File: src/rtl/framebuffer_row_reader.sv
// ---------------------------------------------------------------------------
// framebuffer_row_reader
//
// Read-side scan engine for the dual-port framebuffer RAM. A row request
// makes the block walk the 16-bit read port across one display row
// (2^COL_BITS pixels). A 2-entry skid buffer absorbs the RAM's one-cycle read
// latency. RGB565 pixels stream to the panel shifter over a valid/ready
// handshake.
//
// Optional feature macro: FBREAD_BLANK_EN
//   When defined, an extra input Blank is sampled together with ReqRow. A
//   blanked row issues no RAM reads. It streams 2^COL_BITS zero pixels with
//   the same timing and handshake as a normal row.
//
// Ports
//   Clock      in   sole clock, rising edge
//   ResetN     in   asynchronous active-low reset
//   ReqValid   in   row request valid
//   ReqRow     in   row index, sampled on accept
//   Blank      in   (FBREAD_BLANK_EN only) blank the requested row
//   ReqReady   out  high only while idle
//   RamAddr    out  read address {row, col}; zero when no read is issued
//   RamClockEn out  read strobe; RamData is valid on the following cycle
//   RamData    in   read data
//   PixValid   out  pixel available
//   PixData    out  RGB565 pixel (head of the skid buffer)
//   PixLast    out  high with the final pixel of the row
//   PixReady   in   downstream ready
//   RowDone    out  one-cycle pulse after the last pixel is accepted
//   dbg_state  out  current FSM state (0 idle, 1 fetch, 2 drain)
//
// Handshake: a transfer happens on a rising edge where valid and ready are
// both high. While valid is high and ready is low, the source holds valid and
// data stable. ReqValid/ReqReady and PixValid/PixReady both follow this rule.
// ---------------------------------------------------------------------------
module framebuffer_row_reader #(
  parameter int ROW_BITS = 5,
  parameter int COL_BITS = 6
) (
  input  logic                         Clock,
  input  logic                         ResetN,
  input  logic                         ReqValid,
  input  logic [ROW_BITS-1:0]          ReqRow,
`ifdef FBREAD_BLANK_EN
  input  logic                         Blank,
`endif
  output logic                         ReqReady,
  output logic [ROW_BITS+COL_BITS-1:0] RamAddr,
  output logic                         RamClockEn,
  input  logic [15:0]                  RamData,
  output logic                         PixValid,
  output logic [15:0]                  PixData,
  output logic                         PixLast,
  input  logic                         PixReady,
  output logic                         RowDone,
  output logic [1:0]                   dbg_state
);

  typedef enum logic [1:0] {
    ST_IDLE  = 2'd0,
    ST_FETCH = 2'd1,
    ST_DRAIN = 2'd2
  } state_e;

  localparam logic [COL_BITS-1:0] COL_LAST = '1;

  // -------------------------------------------------------------------------
  // State
  // -------------------------------------------------------------------------
  state_e              state_q,     state_d;
  logic [ROW_BITS-1:0] row_q,       row_d;
  logic [COL_BITS-1:0] issue_col_q, issue_col_d;
  logic [COL_BITS-1:0] out_col_q,   out_col_d;
  logic                rd_pend_q,   rd_pend_d;   // a read was issued last cycle
  logic [15:0]         fifo_mem_q [2];
  logic [15:0]         fifo_mem_d [2];
  logic                wr_ptr_q,    wr_ptr_d;
  logic                rd_ptr_q,    rd_ptr_d;
  logic [1:0]          count_q,     count_d;     // entries held in fifo_mem_q
  logic                row_done_q,  row_done_d;
`ifdef FBREAD_BLANK_EN
  logic                blank_q,     blank_d;
`endif

  // -------------------------------------------------------------------------
  // Datapath helpers
  // -------------------------------------------------------------------------
  logic        blank_row;
  logic [15:0] ret_data;
  logic [1:0]  fifo_level;
  logic        issue;
  logic        pix_valid;
  logic [15:0] head_data;
  logic        pop;
  logic        pop_stored;
  logic        push;

`ifdef FBREAD_BLANK_EN
  assign blank_row = blank_q;
`else
  assign blank_row = 1'b0;
`endif

  always_comb begin
    // A blanked row still runs the issue/return pipeline. Only the RAM
    // strobe is suppressed, and the returned word is forced to black.
    // This keeps blanked-row timing identical to a normal row.
    ret_data = blank_row ? 16'h0000 : RamData;

    // The logical FIFO holds the stored entries plus the word returning from
    // the RAM this cycle. The returning word is visible at the output
    // straight away. Without this, the first pixel would land at T+3.
    fifo_level = count_q + {1'b0, rd_pend_q};

    // Credit rule: stored entries plus in-flight reads must stay below two.
    issue = (state_q == ST_FETCH) && (fifo_level < 2'd2);

    pix_valid = (fifo_level != 2'd0);
    if (count_q != 2'd0) begin
      head_data = fifo_mem_q[rd_ptr_q];
    end else if (rd_pend_q) begin
      head_data = ret_data;
    end else begin
      head_data = 16'h0000;
    end

    pop        = pix_valid & PixReady;
    // With nothing stored, a pop consumes the returning word directly and
    // that word never enters the storage.
    pop_stored = pop & (count_q != 2'd0);
    push       = rd_pend_q & ~(pop & (count_q == 2'd0));
  end

  // -------------------------------------------------------------------------
  // Next-state logic
  // -------------------------------------------------------------------------
  always_comb begin
    state_d       = state_q;
    row_d         = row_q;
    issue_col_d   = issue_col_q;
    out_col_d     = out_col_q;
    rd_pend_d     = issue;
    fifo_mem_d[0] = fifo_mem_q[0];
    fifo_mem_d[1] = fifo_mem_q[1];
    wr_ptr_d      = wr_ptr_q;
    rd_ptr_d      = rd_ptr_q;
    count_d       = count_q + {1'b0, push} - {1'b0, pop_stored};
    row_done_d    = 1'b0;
`ifdef FBREAD_BLANK_EN
    blank_d       = blank_q;
`endif

    if (push) begin
      fifo_mem_d[wr_ptr_q] = ret_data;
      wr_ptr_d             = ~wr_ptr_q;
    end
    if (pop_stored) begin
      rd_ptr_d = ~rd_ptr_q;
    end
    if (issue) begin
      issue_col_d = issue_col_q + 1'b1;
    end
    if (pop) begin
      out_col_d = out_col_q + 1'b1;
    end

    unique case (state_q)
      ST_IDLE: begin
        if (ReqValid) begin
          state_d     = ST_FETCH;
          row_d       = ReqRow;
          issue_col_d = '0;
          out_col_d   = '0;
`ifdef FBREAD_BLANK_EN
          blank_d     = Blank;
`endif
        end
      end
      ST_FETCH: begin
        // The issue counter wraps to zero here. That value is never used,
        // because the next accept clears the counter again.
        if (issue && (issue_col_q == COL_LAST)) begin
          state_d = ST_DRAIN;
        end
      end
      ST_DRAIN: begin
        // RowDone is high for one cycle in DRAIN. Idle (and ReqReady)
        // follows on the next cycle.
        if (row_done_q) begin
          state_d = ST_IDLE;
        end else if (pop && (out_col_q == COL_LAST)) begin
          row_done_d = 1'b1;
        end
      end
      default: begin
        state_d = ST_IDLE;
      end
    endcase
  end

  // -------------------------------------------------------------------------
  // Registers. A reset aborts any row in progress and discards any read in
  // flight.
  // -------------------------------------------------------------------------
  always_ff @(posedge Clock or negedge ResetN) begin
    if (!ResetN) begin
      state_q       <= ST_IDLE;
      row_q         <= '0;
      issue_col_q   <= '0;
      out_col_q     <= '0;
      rd_pend_q     <= 1'b0;
      fifo_mem_q[0] <= 16'h0000;
      fifo_mem_q[1] <= 16'h0000;
      wr_ptr_q      <= 1'b0;
      rd_ptr_q      <= 1'b0;
      count_q       <= 2'd0;
      row_done_q    <= 1'b0;
`ifdef FBREAD_BLANK_EN
      blank_q       <= 1'b0;
`endif
    end else begin
      state_q       <= state_d;
      row_q         <= row_d;
      issue_col_q   <= issue_col_d;
      out_col_q     <= out_col_d;
      rd_pend_q     <= rd_pend_d;
      fifo_mem_q[0] <= fifo_mem_d[0];
      fifo_mem_q[1] <= fifo_mem_d[1];
      wr_ptr_q      <= wr_ptr_d;
      rd_ptr_q      <= rd_ptr_d;
      count_q       <= count_d;
      row_done_q    <= row_done_d;
`ifdef FBREAD_BLANK_EN
      blank_q       <= blank_d;
`endif
    end
  end

  // -------------------------------------------------------------------------
  // Outputs. Each output is a function of flops only; no input reaches an
  // output combinationally except RamData, through the skid-buffer bypass.
  // -------------------------------------------------------------------------
  always_comb begin
    ReqReady   = (state_q == ST_IDLE);
    RamClockEn = issue & ~blank_row;
    RamAddr    = RamClockEn ? {row_q, issue_col_q} : '0;
    PixValid   = pix_valid;
    PixData    = head_data;
    PixLast    = pix_valid & (out_col_q == COL_LAST);
    RowDone    = row_done_q;
    dbg_state  = state_q;
  end

endmodule

File: config.mk
export PLATFORM = sky130hd
export DESIGN_NAME = framebuffer_row_reader
export DESIGN_NICKNAME = d
export VERILOG_FILES = /design/src/rtl/framebuffer_row_reader.sv
export SDC_FILE = /design/constraint.sdc
export NUM_CORES = 1
export LEC_CHECK = 0
export ABC_CLOCK_PERIOD_IN_PS = 4610
export CORE_MARGIN = 2
export CORE_UTILIZATION = 40
export DETAILED_ROUTE_END_ITERATION = 10
export PLACE_DENSITY_LB_ADDON = 0.08
export SLEW_MARGIN = 40
export SYNTH_ARGS = -nofsm -noshare
export SYNTH_HDL_FRONTEND = slang
export SYNTH_SLANG_ARGS = --single-unit
File: constraint.sdc
create_clock -name Clock -period 4.61 [get_ports Clock]
set_input_delay 0.461 -clock Clock [delete_from_list [all_inputs] [get_ports Clock]]
set_output_delay 0.461 -clock Clock [all_outputs]
set_load 0.1 [all_outputs]
* Yosys cells after proc, flatten, opt, wreduce, memory -nomap -nowiden
Index checks and enable logic that the tools add are counted. Widths: inputs -> output; s select.
Operators by class: eq/ne operators 7, mux-type cells 22, $mul 0, bitwise logic cells 10, reductions and logical operators 10, shifts and indexed selects 0, $lt $le $gt $ge 4, $add $sub $neg 5, divide/modulo/power cells 0
Operators by type and width (count):
- $mux 16 | 6
- $mux 6 | 6
- $bwmux 32 | 1
- $demux 16 s1 | 1
- $add 6x1->6 const B | 2
- $eq 6x6->1 const B | 2
- $mux 11 | 1
- $mux 2 | 3
- $pmux 2 s3 | 1
- $and 1x1->1 | 5
- $add 2x1->2 | 2
- $ge 2x2->1 const B | 2
- $logic_and 1x1->1 | 4
- $logic_not 2->1 | 2
- $ne 2x2->1 const B | 2
- $not 1->2 | 2
- $reduce_bool 2->1 | 2
- $mux 1 | 3
- $not 1->1 | 3
- $reduce_and 3->1 | 1
- $eq 2x1->1 const B | 1
- $eq 2x2->1 const B | 1
- $lt 2x1->1 const B | 1
- $lt 2x2->1 const B | 1
- other kinds (3) | 3
Word-level totals: logic and storage cells 69, input port bits 25, bits in read-only memories 0, memories kept 0, memory bits (writable) 0, bits in latches 0, flip-flop bits (word level) 57

* Logic depth before layout (Yosys ltp)
depth after elaboration 8, mapped depth 7, mapped depth without buffers 7

* Worst setup path before layout
OpenSTA, ideal clock, no wires.
kind reg-to-output, start register state_q[0] (netlist: dbg_state[0]), end output port RamAddr[0], stages on the path, launching flop included 5, arrival time 3.381 ns, required time 4.149 ns, setup slack 0.768 ns, path through dfrtp_1 > nand2b_1 > nor2_1 > clkbuf_1 > ha_1
On the way: word-level cells in the longest chain between the ends 3
Ends and longest elaborated chain:
- start: declaration | line 70 | state_e state_q, state_d;
- start signal: assignment | line 222 | state_q <= state_d;
- $eq 2x1->1 | line 116 | issue = (state_q == ST_FETCH) && (fifo_level < 2'd2);
- $logic_and 1x1->1 | line 116
- named net RamClockEn | line 49 | output logic RamClockEn,
- $mux 11 | line 246 | RamAddr = RamClockEn ? {row_q, issue_col_q} : '0;
- end: declaration | line 48 | output logic [ROW_BITS+COL_BITS-1:0] RamAddr,
The timed path passes the listed nets, and every way through them passes these cells.

* Worst setup path in the final report
start register rd_pend_q, end output port RamAddr[0]
On the way: word-level cells in the longest chain between the ends 4
Ends and longest elaborated chain:
- start: declaration | line 74 | logic rd_pend_q, rd_pend_d;
- start signal: assignment | line 226 | rd_pend_q <= rd_pend_d;
- $add 2x1->2 | line 113 | fifo_level = count_q + {1'b0, rd_pend_q};
- $lt 2x2->1 | line 116
- $logic_and 1x1->1 | line 116
- $mux 11 | line 246
No other way between the ends.

==> report_table.html <==
<table>
<tr><th>Metric</th><th>Value</th></tr>
<tr><th colspan="2">Die</th></tr>
<tr><td>Placeable core region</td><td>0.006869 mm^2</td></tr>
<tr><td>Cell row count</td><td>30</td></tr>
<tr><td>Vert. Die Dim</td><td>88.90 um</td></tr>
<tr><td>Die Width</td><td>88.90 um</td></tr>
<tr><td>Starting density of the core</td><td>41.97%</td></tr>
<tr><td>Die ar.</td><td>0.007902 mm^2</td></tr>
<tr><td>Io pins</td><td>59</td></tr>
<tr><th colspan="2">Critical path</th></tr>
<tr><td>Largest driver fanout on the critical path</td><td>21</td></tr>
<tr><td>Crit path kind</td><td>reg2out</td></tr>
<tr><td>Element type at the critical path start</td><td>register</td></tr>
<tr><td>Worst Setup SP</td><td>rd_pend_q$_DFF_PN0_</td></tr>
<tr><td>Required time of the critical path</td><td>4.15 ns</td></tr>
<tr><td>Element type at the critical path end</td><td>primary output</td></tr>
<tr><td>Worst flop-to-flop path startpoint</td><td>rd_pend_q$_DFF_PN0_</td></tr>
<tr><td>Arrival time of data at the critical path endpoint</td><td>2.45 ns</td></tr>
<tr><th colspan="2">Yosys</th></tr>
<tr><td>Average cell area after synthesis</td><td>11.49 um^2</td></tr>
<tr><td>Area share of the largest cell type after synthesis</td><td>49.48%</td></tr>
<tr><td>Sequential-to-total area share from yosys stat</td><td>49.48%</td></tr>
<tr><td>Yosys reg bits</td><td>57</td></tr>
<tr><td>Number of distinct library cells after synthesis</td><td>32</td></tr>
<tr><td>Top cells by area, synth</td><td>dfrtp_1 49%, mux2_4 10%, mux2i_1 6.6%</td></tr>
<tr><td>Synth Cell Area</td><td>0.002883 mm^2</td></tr>
<tr><td>Synthesis Warnings</td><td>0</td></tr>
<tr><td>Synthesized instance count</td><td>251</td></tr>
<tr><td>Post-synthesis cell type with the largest combined area</td><td>dfrtp_1</td></tr>
<tr><td>Mapped Nets</td><td>281</td></tr>
<tr><th colspan="2">Clock network</th></tr>
<tr><td>CTS tree</td><td>yes</td></tr>
<tr><td>Number of clock sinks</td><td>57</td></tr>
<tr><td>Clock insertion delay at the later pin of the skew report</td><td>0.33 ns</td></tr>
<tr><td>Number of buffers added by the clock tree synthesis step</td><td>9</td></tr>
<tr><td>Total setup buffers inserted after CTS</td><td>0</td></tr>
<tr><td>Number of resized instances in the post-cts repair step</td><td>0</td></tr>
<tr><td>Worst-path clk slew</td><td>0.07 ns</td></tr>
<tr><td>CTS Buffer Depth</td><td>2</td></tr>
<tr><td>Clock Root Buffer</td><td>clkbuf_8</td></tr>
<tr><td>H-tree lvl count</td><td>3</td></tr>
<tr><td>Total of hold buffers inserted after clock tree synthesis</td><td>0</td></tr>
<tr><th colspan="2">STA</th></tr>
<tr><td>Final Cycle Share</td><td>63.22%</td></tr>
<tr><td>Final setup fails</td><td>0</td></tr>
<tr><td>Final period demand of the worst path</td><td>2.914 ns</td></tr>
<tr><td>Number of pins exceeding their max-slew limit in the final report</td><td>0</td></tr>
<tr><td>Pin slew with the least headroom to its limit</td><td>0.6545 ns</td></tr>
<tr><td>Min setup slack post-route</td><td>1.696 ns</td></tr>
<tr><td>Worst slew margin relative to its limit</td><td>56.26%</td></tr>
<tr><td>Total Negative Setup Slacks</td><td>0 ns</td></tr>
<tr><td>Clk_skew</td><td>0.01087 ns</td></tr>
<tr><td>Highest Clock Rate</td><td>343.1 MHz</td></tr>
<tr><td>Unrepaired setup endpoints after global routing</td><td>false</td></tr>
<tr><td>Final hold violation count</td><td>0</td></tr>
<tr><th colspan="2">Drt</th></tr>
<tr><td>Via Count</td><td>2026</td></tr>
<tr><td>Antenna Violating Nets Remaining</td><td>0</td></tr>
<tr><td>Post-DR wirelength/cell</td><td>14.11 um</td></tr>
<tr><td>Detailed-route vias per instance</td><td>4.906</td></tr>
<tr><td>Residual DRC count</td><td>0</td></tr>
<tr><td>First-iteration detailed-routing DRC count</td><td>57</td></tr>
<tr><td>Initial DRT Pass Iterations</td><td>4</td></tr>
<tr><td>Total routed wirelength</td><td>5.829 mm</td></tr>
<tr><th colspan="2">Layout</th></tr>
<tr><td>Combined area of the multi-input logic cells</td><td>0.001394 mm^2</td></tr>
<tr><td>Filler-free cell count of the finished design</td><td>413</td></tr>
<tr><td>Core utilization of the finished layout</td><td>53.26%</td></tr>
<tr><td>Antenna fix cells</td><td>0</td></tr>
<tr><td>Flip-flop and latch area</td><td>0.001428 mm^2</td></tr>
<tr><td>Fillcell total</td><td>635</td></tr>
<tr><td>Share of layout cells above drive strength 1</td><td>29.97%</td></tr>
<tr><td>Post-layout nets</td><td>342</td></tr>
<tr><td>Signed area change from the synthesized netlist to the final layout</td><td>26.91%</td></tr>
<tr><th colspan="2">Place</th></tr>
<tr><td>Count of input and output buffers</td><td>58</td></tr>
<tr><td>Final GP Congestion</td><td>0.7042</td></tr>
<tr><td>Post-placement cell count</td><td>396</td></tr>
<tr><td>Pre-CTS setup slack</td><td>2.004 ns</td></tr>
<tr><td>Dpl hpwl</td><td>3.769 mm</td></tr>
<tr><th colspan="2">GRT</th></tr>
<tr><td>Wire length of the first global-routing pass</td><td>9.653 mm</td></tr>
<tr><td>Antenna violations before repair</td><td>0</td></tr>
<tr><td>GRT overflow</td><td>0</td></tr>
<tr><td>Pin count of the biggest net entering global routing</td><td>58</td></tr>
<tr><td>Number of global-route vias before repair</td><td>1980</td></tr>
<tr><td>GRT Total Usage</td><td>16.08%</td></tr>
<tr><th colspan="2">Worst hold path</th></tr>
<tr><td>Type of the tightest min-delay check</td><td>in2async</td></tr>
<tr><th colspan="2">Flow run</th></tr>
<tr><td>Count of max-cap constraint violations</td><td>0</td></tr>
<tr><th colspan="2">Status</th></tr>
<tr><td>Status</td><td>finished clean</td></tr>
</table>
-- final timing paths --
path	end	slack, ns	depth (start not counted)
setup / recovery	RamAddr[0]	1.70	6
hold / removal	fifo_mem_q[5]$_DFFE_PN0P_	0.07	2
setup reg to reg	count_q[1]$_DFF_PN0_	2.08	8
hold reg to reg	row_q[1]$_DFFE_PN0P_	0.47	2
max in group asynchronous	rd_ptr_q$_DFFE_PN0P_	4.04	3
min in group Clock	row_q[1]$_DFFE_PN0P_	0.47	2
-- worst max-delay path, stage by stage (launching register included) --
cell	delay (ns)
dfrtp_1	0.35
buf_4	0.21
ha_1	0.25
xor2_1	0.25
nor2_2	0.51
ha_1	0.26
buf_4	0.29
-- placed cells by master, fill, tap and decap left out, drive strengths merged, types with 3 or more instances in the layout --
cell and count:
and2 11, and4 4, buf 39, clkbuf 14, clkdlybuf4s50 23, dfrtp 57, ha 5, inv 3
mux2 33, mux2i 19, nand2 27, nand3 18, nor2 16, o21ai 21, xnor2 3, xor2 6
-- routing by layer --
metal / wire (um) / share of wire [%] / GRT usage [%] / vias up
met5: 0 / 0 / 0 / -
met3: 209 / 3.6 / 5.910 / 5
met4: 65 / 1.1 / 4.408 / 0
met2: 2687 / 46 / 24.36 / 33
li1: - / - / - / 1009
met1: 2866 / 49 / 21.85 / 979
-- layout make-up --
| class | count | share of cell area [%] |
|---|---|---|
| Timing Repair Buffer | 62 | 13.20 |
| Clock buffer | 14 | 4.446 |
| Inverter | 3 | 0.3078 |
| Multi-Input combinational cell | 179 | 38.10 |
| Clock inverter | 2 | 1.642 |
| Sequential cell | 57 | 39.02 |
| Tap cell | 96 | 3.283 |
-- synth_stat cells --
| library cell | instances |
|---|---|
| mux2_4 | 20 |
| o211ai_1 | 2 |
| nor4_1 | 2 |
| nand2b_1 | 1 |
| nor2_1 | 14 |
| and3_1 | 1 |
| o21ai_0 | 21 |
| nand2_1 | 27 |
| dfrtp_1 | 57 |
| and4_1 | 2 |
| buf_2 | 1 |
| xnor2_1 | 3 |
| mux2_2 | 13 |
| nand3_1 | 18 |
| o21a_1 | 1 |
| o21bai_1 | 1 |
| ha_1 | 5 |
| a21oi_1 | 2 |
| clkbuf_1 | 9 |
| nor2_4 | 2 |
| or2_2 | 1 |
| buf_6 | 2 |
| o32ai_1 | 1 |
| inv_1 | 2 |
| inv_2 | 1 |
| o41ai_4 | 1 |
| mux2i_1 | 19 |
| and4_2 | 2 |
| xor2_1 | 6 |
| and2_1 | 11 |
| nand4_1 | 2 |
| nor3b_1 | 1 |
-- cell families after synthesis --
logic type                 synth area share [%]
and+or+nand+nor                           14.71
DFF                                       49.48
muxes                                     22.09
AOI/OAI and AO/OA                         6.294
buffers and inverters                     2.517
xor gates and xnor gates                  2.735
adders and majority gates                 2.170
-- registers in the layout (all words and copies together), names as in the netlist --
signal,cells
RowDone,1
count_q,2
dbg_state,2
fifo_mem_q,32
issue_col_q,6
out_col_q,6
rd_pend_q,1
rd_ptr_q,1
row_q,5
wr_ptr_q,1
-- metrics by stage --
step	hold WS, ns	cell area [um^2]
floorplan	0.1654	2883
global placement	0.4514	3507
detailed placement	0.4545	3411
CTS	0.3057	3633
global route	0.07188	3659
finish	0.07499	3659
Power is not shown: default switching activity piles up to over one toggle a cycle in this logic, so the estimate is an artifact.
